<file path="src/rtl/serial_addsub_8bit.sv">
// Bit-serial adder/subtractor.
// A single full-adder cell is reused over WIDTH clock cycles, LSB first.
// Subtraction is performed as in1 + ~in2 + ~c_in, so c_out = 0 flags a borrow.
// A start/busy/done handshake lets a datapath controller sequence operations.
// The result register changes only on the final bit-cycle, never mid-operation.

module serial_addsub_8bit #(
    parameter int WIDTH = 8
) (
    input  logic             clk,
    input  logic             rst_n,
    input  logic             start,
    input  logic             sub,
    input  logic             c_in,
    input  logic [WIDTH-1:0] in1,
    input  logic [WIDTH-1:0] in2,
    output logic             busy,
    output logic             done,
    output logic [WIDTH-1:0] sum,
    output logic             c_out,
    output logic             overflow
);

    localparam int CW = $clog2(WIDTH);

    typedef enum logic [1:0] {
        ST_IDLE = 2'd0,
        ST_RUN  = 2'd1,
        ST_DONE = 2'd2
    } state_t;

    // Full-adder sum bit.
    function automatic logic fa_sum(input logic a, input logic b, input logic c);
        return a ^ b ^ c;
    endfunction

    // Full-adder carry (majority of the three inputs).
    function automatic logic fa_carry(input logic a, input logic b, input logic c);
        return (a & b) | (a & c) | (b & c);
    endfunction

    state_t           state_r;
    logic [WIDTH-1:0] a_sr_r;
    logic [WIDTH-1:0] b_sr_r;
    logic [WIDTH-1:0] res_sr_r;
    logic [CW-1:0]    cnt_r;
    logic             carry_r;
    logic             busy_r;
    logic             done_r;
    logic [WIDTH-1:0] sum_r;
    logic             c_out_r;
    logic             ovf_r;

    logic             bit_s;
    logic             carry_nxt_s;
    logic             last_s;
    logic             accept_s;

    // Bit-slice arithmetic, last-bit detection and start acceptance.
    always_comb begin
        bit_s       = fa_sum(a_sr_r[0], b_sr_r[0], carry_r);
        carry_nxt_s = fa_carry(a_sr_r[0], b_sr_r[0], carry_r);
        last_s      = 1'b0;
        accept_s    = 1'b0;
        if (cnt_r == CW'(WIDTH - 1)) begin
            last_s = 1'b1;
        end else begin
            last_s = 1'b0;
        end
        case (state_r)
            ST_IDLE: accept_s = start;
            ST_DONE: accept_s = start;
            ST_RUN:  accept_s = 1'b0;
            default: accept_s = 1'b0;
        endcase
    end

    // Controller FSM and datapath registers with registered handshake outputs.
    always_ff @(posedge clk or negedge rst_n) begin
        if (!rst_n) begin
            state_r  <= ST_IDLE;
            a_sr_r   <= '0;
            b_sr_r   <= '0;
            res_sr_r <= '0;
            cnt_r    <= '0;
            carry_r  <= 1'b0;
            busy_r   <= 1'b0;
            done_r   <= 1'b0;
            sum_r    <= '0;
            c_out_r  <= 1'b0;
            ovf_r    <= 1'b0;
        end else begin
            case (state_r)
                ST_IDLE, ST_DONE: begin
                    done_r <= 1'b0;
                    if (accept_s) begin
                        // Capture operands; subtraction pre-inverts B and the borrow.
                        a_sr_r  <= in1;
                        b_sr_r  <= sub ? ~in2 : in2;
                        carry_r <= sub ? ~c_in : c_in;
                        cnt_r   <= '0;
                        busy_r  <= 1'b1;
                        state_r <= ST_RUN;
                    end else begin
                        busy_r  <= 1'b0;
                        state_r <= ST_IDLE;
                    end
                end
                ST_RUN: begin
                    a_sr_r   <= {1'b0, a_sr_r[WIDTH-1:1]};
                    b_sr_r   <= {1'b0, b_sr_r[WIDTH-1:1]};
                    res_sr_r <= {bit_s, res_sr_r[WIDTH-1:1]};
                    carry_r  <= carry_nxt_s;
                    cnt_r    <= cnt_r + CW'(1);
                    if (last_s) begin
                        // carry_r here is the carry into the MSB slice.
                        sum_r   <= {bit_s, res_sr_r[WIDTH-1:1]};
                        c_out_r <= carry_nxt_s;
                        ovf_r   <= carry_r ^ carry_nxt_s;
                        busy_r  <= 1'b0;
                        done_r  <= 1'b1;
                        state_r <= ST_DONE;
                    end else begin
                        busy_r  <= 1'b1;
                        done_r  <= 1'b0;
                        state_r <= ST_RUN;
                    end
                end
                default: begin
                    busy_r  <= 1'b0;
                    done_r  <= 1'b0;
                    state_r <= ST_IDLE;
                end
            endcase
        end
    end

    assign busy     = busy_r;
    assign done     = done_r;
    assign sum      = sum_r;
    assign c_out    = c_out_r;
    assign overflow = ovf_r;

endmodule

</file>
<file path="config.mk">
export PLATFORM = sky130hd
export DESIGN_NAME = serial_addsub_8bit
export DESIGN_NICKNAME = d
export VERILOG_FILES = /design/src/rtl/serial_addsub_8bit.sv
export SDC_FILE = /design/constraint.sdc
export NUM_CORES = 1
export LEC_CHECK = 0
export BUFFER_PORTS_ARGS = -buffer_cell sky130_fd_sc_hd__buf_4
export CORE_MARGIN = 4
export CORE_UTILIZATION = 54
export CTS_BUF_LIST = sky130_fd_sc_hd__clkbuf_8
export DETAILED_ROUTE_END_ITERATION = 7
export HOLD_SLACK_MARGIN = 0.08
export PLACE_DENSITY = 0.78
export REMOVE_ABC_BUFFERS = 1
export SLEW_MARGIN = 20
export SYNTH_ARGS = -nofsm -noshare
export SYNTH_HDL_FRONTEND = slang
export SYNTH_SLANG_ARGS = --single-unit
</file>
<file path="constraint.sdc">
create_clock -name clk -period 2.1 [get_ports clk]
set_input_delay 0.105 -clock clk [delete_from_list [all_inputs] [get_ports clk]]
set_output_delay 0.105 -clock clk [all_outputs]
set_load 0.01 [all_outputs]
</file>
==> results.json, run 1 <==
{
  "hold_class": "input pin to register",
  "syn2layout_area_growth_pct": 22.9,
  "grt_pass1_vias": 1120,
  "htreeDepth": 2,
  "avgRoutedWirePerCell_um": 15.5,
  "numClockSinks": 39,
  "antennaDiodeCount": 0,
  "avgSynthCellArea_um2": 13.8,
  "cp-start-kind": "register",
  "setup_tns_ns": 0,
  "hold_violations": 0,
  "end_kind": "register",
  "grt-ovfl-total": 0,
  "clkLatencyLatePin_ns": 0.30,
  "irDropWorstVdd_uv": 851,
  "path_clk_slew_ns": 0.07,
  "synth_top_cell_area_share_pct": 58.0,
  "netlist_area_mm2": 0.00168,
  "start_util_pct": 58.5,
  "numCtsBuffers": 5,
  "synth_seq_cells": 39,
  "period_minus_slack_ns": 1.74,
  "regToRegSetupSlack_ns": 0.36,
  "powerDensity_mw_per_mm2": 1560,
  "p_leak_nw": 1.02,
  "finalNetCount": 181,
  "hold_slack_ns": 0.103,
  "relSlewSlack_pct": 62.2,
  "port_buffers": 32,
  "crit_type": "register to register",
  "drc": 0,
  "cts_tree": "yes",
  "fp.dieW_um": 63.8,
  "dpl.hpwl_mm": 2.10,
  "ant_nets": 0,
  "io_pins": 33,
  "skew_ns": 0.00808,
  "crit_required_ns": 2.28,
  "path_max_fanout": 12,
  "synth_area_leaders": "dfrtp_1 58%, mux2_2 11%, a22o_1 5.7%",
  "worstPathArrival_ns": 1.92,
  "synth-seq-area-share_pct": 58.0,
  "cts_setup_buffers": 0,
  "die_h_um": 63.8,
  "fillers": 215,
  "grt_start_max_net_pins": 40,
  "synth.largest_area_cell": "dfrtp_1",
  "gr-usage-all-layers_pct": 16.7,
  "outcome": "finished clean",
  "dr.pass1.iters": 4,
  "grt_pass1_wl_mm": 5.26,
  "viasPerCell": 5.29,
  "reg2reg_to": "sum[0]",
  "crit_path_start": "cnt_r[0]",
  "regToRegStartpoint": "cnt_r[0]",
  "place.gp.congestion": 0.713,
  "setup_viol": 0,
  "dieArea_mm2": 0.00407,
  "fmax_mhz": 573,
  "timing.final.crit_share_pct": 83.0,
  "coreArea_mm2": 0.00288,
  "dpl_cell_area_mm2": 0.00194,
  "cts_root_buf": "clkbuf_8",
  "tightestPinTransition_ns": 0.566,
  "rows": 19,
  "vias": 1058,
  "rsz0062_at_grt": "false",
  "yosysUniqueCellTypes": 21,
  "drive_gt1_share_pct": 39.2,
  "dr.first_iter.drc_count": 55,
  "cp-endpoint": "sum[0]",
  "synthCells": 122,
  "yosys_warnings": 0,
  "design_area_mm2": 0.00207,
  "max_cap_viol_count": 0,
  "wl_mm": 3.10,
  "r2r.worst_path.cells": 4,
  "holdPathStages": 3,
  "clk_path_buf_depth": 2,
  "slew_violations": 0,
  "antenna_found_initial": 0
}
[cell type report]
type / instances / area, um^2 / share of cell area [%]
sequential: 39 / 976 / 47.2
clock inverter: 3 / 43.8 / 2.12
tap: 42 / 52.6 / 2.54
clock buffer: 5 / 68.8 / 3.33
multi-input combinational: 72 / 637 / 30.8
inverter: 2 / 7.51 / 0.363
timing repair buffer: 37 / 283 / 13.7
[layer usage]
metal	global-route usage (%)	up-vias	part of all wire, %
met1	20.8	526	44
met3	6.48	3	5.5
met4	4.85	0	1.1
li1	-	504	-
met2	27.0	25	49
met5	0	-	0
[synthesized netlist by cell type (all sizes together)]
master	instances
nor2	9
a221o	8
a22o	11
fa	1
nor2b	2
a21o	7
clkbuf	1
inv	2
buf	8
xnor2	9
nand3b	1
ha	2
nand2b	1
dfrtp	39
nand2	1
xor2	1
mux2	17
o21ai	2
[through the flow]
stage | utilization (%) | power, mW | instances | setup WS, ns
floorplan | - | 2.12 | 113 | 0.553
global placement | 67.3 | 2.53 | 190 | 0.440
detailed placement | 67.3 | 2.61 | 190 | 0.368
CTS | 71.9 | 3.24 | 200 | 0.353
global route | 71.9 | 3.43 | 200 | 0.269
finish | 71.9 | 3.22 | 200 | 0.356
[report_power, final]
| group | switching (mW) | total [mW] | leakage (nW) | internal [mW] |
|---|---|---|---|---|
| registers | 0.230 | 1.34 | 0.482 | 1.11 |
| logic | 0.537 | 1.25 | 0.479 | 0.715 |
| clock network | 0.268 | 0.622 | 0.0581 | 0.354 |
| total | 1.04 | 3.22 | 1.02 | 2.18 |
[placed cells by master (no fill, tap or decap)]
master | synthesis | layout
dfrtp_1 | 39 | 39
xor2_1 | 1 | 1
o21ai_0 | 2 | 2
nor2b_1 | 1 | 1
bufinv_16 | 0 | 1
ha_1 | 2 | 2
nand2_1 | 1 | 1
nand3b_1 | 1 | 1
a22o_1 | 11 | 11
a221o_1 | 8 | 8
mux2_2 | 17 | 17
nor2_1 | 8 | 8
clkbuf_8 | 0 | 5
nor2b_4 | 1 | 1
fa_1 | 1 | 1
nor2_2 | 1 | 1
clkinv_2 | 0 | 1
a21o_1 | 7 | 7
nand2b_1 | 1 | 1
dlygate4sd3_1 | 0 | 2
xnor2_1 | 9 | 9
buf_4 | 0 | 35
clkinv_4 | 0 | 1
inv_1 | 2 | 2
[registers in the layout, summed over array words and instances, names as in the netlist]
register and flops:
sum 8, cnt_r 3, state_r 1, res_sr_r 7
b_sr_r 8, a_sr_r 8, carry_r 1, overflow 1
done 1, c_out 1
[cell families after synthesis]
group,count (synthesis),share of synthesized area [%]
xor+xnor,10,5.20
buf+inv,11,4.16
compound gates,28,14.2
fa+ha+maj,3,2.68
mux,17,11.4
flops,39,58.0
simple gates,14,4.39
[critical path: stages, from the launching register on]
cell and delay (ns):
dfrtp_1 0.40, ha_1 0.20, ha_1 0.18, nand3b_1 0.44, mux2_2 0.40
[worst min path at each step]
stage | from | end
after CTS | in1[3] | a_sr_r[3]
final | in1[3] | a_sr_r[3]
after global placement | rst_n | b_sr_r[3]
after floorplan | rst_n | a_sr_r[0]
after global routing | in1[2] | a_sr_r[2]
after detailed placement | rst_n | b_sr_r[3]
[repair_timing]
action	CTS	global route
endpoints found under the hold margin	40	0
setup endpoints to repair	0	0
resized for setup	0	0
hold buffers	2	0
(Power assumes the default switching activity.)
==> inputs of run 2 (changes only) <==
--- a/config.mk
+++ b/config.mk
@@ -5,9 +5,10 @@
 export SDC_FILE = /design/constraint.sdc
 export NUM_CORES = 1
 export LEC_CHECK = 0
+export ABC_AREA = 1
 export BUFFER_PORTS_ARGS = -buffer_cell sky130_fd_sc_hd__buf_4
 export CORE_MARGIN = 4
-export CORE_UTILIZATION = 54
+export CORE_UTILIZATION = 52
 export CTS_BUF_LIST = sky130_fd_sc_hd__clkbuf_8
 export DETAILED_ROUTE_END_ITERATION = 7
 export HOLD_SLACK_MARGIN = 0.08
==> constraint.sdc (replaced) <==
create_clock -name clk -period 1.6 [get_ports clk]
set_input_delay 0.08 -clock clk [delete_from_list [all_inputs] [get_ports clk]]
set_output_delay 0.08 -clock clk [all_outputs]
set_load 0.01 [all_outputs]
==> results.json, run 2 <==
{
  "synthFlopType": "dfrtp_1",
  "start_util_pct": 55.3,
  "avgRoutedWirePerCell_um": 11.6,
  "wl_mm": 3.67,
  "crit_required_ns": 1.84,
  "netlist_area_mm2": 0.00190,
  "critPathTopFamily": "simple AND/OR/NAND/NOR gates",
  "coreArea_mm2": 0.00344,
  "tightestPinTransition_ns": 0.482,
  "end_kind": "register",
  "rsz0062_at_grt": "false",
  "crit_chain": "ha_1, ha_1, inv_1, nor2_2, nand2_1, nand2_1",
  "vias": 1537,
  "crit_type": "register to register",
  "max_cap_viol_count": 0,
  "yosysUniqueCellTypes": 22,
  "slew_violations": 0,
  "finalNetCount": 294,
  "period_minus_slack_ns": 1.35,
  "numClockSinks": 39,
  "crit_path_max_incr_delay_ns": 0.38,
  "grt-ovfl-total": 0,
  "synth.largest_area_cell": "dfrtp_1",
  "place.gp.congestion": 0.747,
  "final_util_pct": 68.2,
  "syn2layout_area_growth_pct": 23.5,
  "top_usage_layer": "met2",
  "avgSynthCellArea_um2": 8.34,
  "skew_ns": 0.00645,
  "timing.critical_path.buf_inv": 1,
  "timing.final.crit_share_pct": 84.5,
  "outcome": "finished clean",
  "cts_tree": "yes",
  "powerDensity_mw_per_mm2": 1820,
  "synth_top_cell_area_share_pct": 51.3,
  "grtUsageMet2_pct": 31.5,
  "regToRegSetupSlack_ns": 0.25,
  "gr-usage-all-layers_pct": 18.8,
  "port_buffers": 32,
  "rows": 21,
  "htreeDepth": 2,
  "relSlewSlack_pct": 67.9,
  "numCtsBuffers": 5,
  "grt_pass1_vias": 1494,
  "synth-seq-area-share_pct": 51.3,
  "synth_area_leaders": "dfrtp_1 51%, nand2_1 17%, nand3_1 10%",
  "p_total_mw": 4.28,
  "drive_gt1_share_pct": 23.2,
  "dr.first_iter.drc_count": 61,
  "slowest_stage": "dfrtp_1",
  "dr.pass1.iters": 4,
  "cp-start-kind": "register",
  "fillers": 292,
  "path_max_fanout": 11,
  "ant_nets": 0,
  "ff_latch_area_um2": 976,
  "hold_violations": 0,
  "use_met3_pct": 5.09,
  "fmax_mhz": 740,
  "final_common_cell": "nand2_1",
  "io_pins": 33,
  "die_h_um": 68.5,
  "viasPerCell": 4.85,
  "irDropWorstVdd_uv": 917,
  "layout_setup_ws_ns": 0.249,
  "synthCells": 228,
  "grt_pass1_wl_mm": 6.43,
  "antennaDiodeCount": 0,
  "cts_root_buf": "clkbuf_8",
  "grtUsageMet1_pct": 22.4,
  "worstPathArrival_ns": 1.59,
  "hold_class": "input pin to register",
  "ys_async_sr_fraction_pct": 100,
  "p_leak_nw": 1.27,
  "yosys_warnings": 0,
  "drc": 0,
  "path_clk_slew_ns": 0.08,
  "final_cell_mix": "87 x nand2_1, 39 x dfrtp_1, 38 x nand3_1, 35 x buf_4, 21 x inv_1",
  "synth_seq_cells": 39,
  "synth-edff-count": 0,
  "grt_start_max_net_pins": 40,
  "yosysMostFrequentCell": "nand2_1",
  "setup_tns_ns": 0,
  "fp.dieW_um": 68.5,
  "dpl.hpwl_mm": 2.52,
  "dieArea_mm2": 0.00469,
  "clk_path_buf_depth": 2,
  "synth_commonest_cells": "87 x nand2_1, 39 x dfrtp_1, 38 x nand3_1",
  "multi_input_area_um2": 761,
  "clkLatencyLatePin_ns": 0.29,
  "setup_viol": 0,
  "dpl_worst_slack_ns": 0.234,
  "antenna_found_initial": 0,
  "ctsResizeCount": 0
}
run 2: layout make-up:
type / count / share of cell area, %
timing repair buffer: 43 / 14.6
tap: 46 / 2.45
multi-input combinational: 157 / 32.4
sequential: 39 / 41.6
inverter: 24 / 4.21
clock buffer: 5 / 2.93
clock inverter: 3 / 1.86
run 2: worst paths after layout:
kind,cells after the start,from,end
setup / recovery,6,cnt_r[0],sum[7]
hold / removal,4,in2[1],b_sr_r[1]
setup reg to reg,6,cnt_r[0],sum[7]
hold reg to reg,2,res_sr_r[6],sum[5]
max in group asynchronous,2,rst_n,a_sr_r[0]
min in group asynchronous,2,rst_n,a_sr_r[7]
run 2: tightest hold or removal path: cells and delay by family:
kind,cells,cell delay (ns)
buffers and inverters,1,0.08
and+or+nand+nor,3,0.17
run 2: power breakdown:
group          switching [mW]  internal (mW)  total (mW)
Clock                   0.348          0.464       0.812
Sequential              0.313           1.43        1.75
Combinational           0.989          0.730        1.72
Total                    1.65           2.63        4.28
run 2: per-layer routing:
layer,part of all wire (%),up-vias
li1,-,795
met1,45,707
met2,49,28
met3,4.0,7
met4,2.1,0
met5,0,-
run 2: per-stage QoR:
step | instances | cell area [um^2] | hold WS (ns)
finish | 317 | 2350 | 0.0826
floorplan | 220 | 1840 | -0.216
global route | 317 | 2350 | 0.0834
global placement | 301 | 2160 | 0.0756
CTS | 317 | 2350 | 0.0804
detailed placement | 301 | 2160 | 0.0727
run 2: cells by family (layout without fill, tap and decap cells):
logic type,after synthesis,in the layout,share of synthesized area [%]
adders and majority gates,3,3,2.37
and+or+nand+nor,145,145,35.1
DFF,39,39,51.3
AOI/OAI and AO/OA,8,8,2.10
xor gates and xnor gates,1,1,0.461
buffers and inverters,32,75,8.68
run 2: timing repair:
item	4_1_cts	5_1_grt
endpoints found under the hold margin	46	0
buffers inserted	0	0
hold buffers	8	0
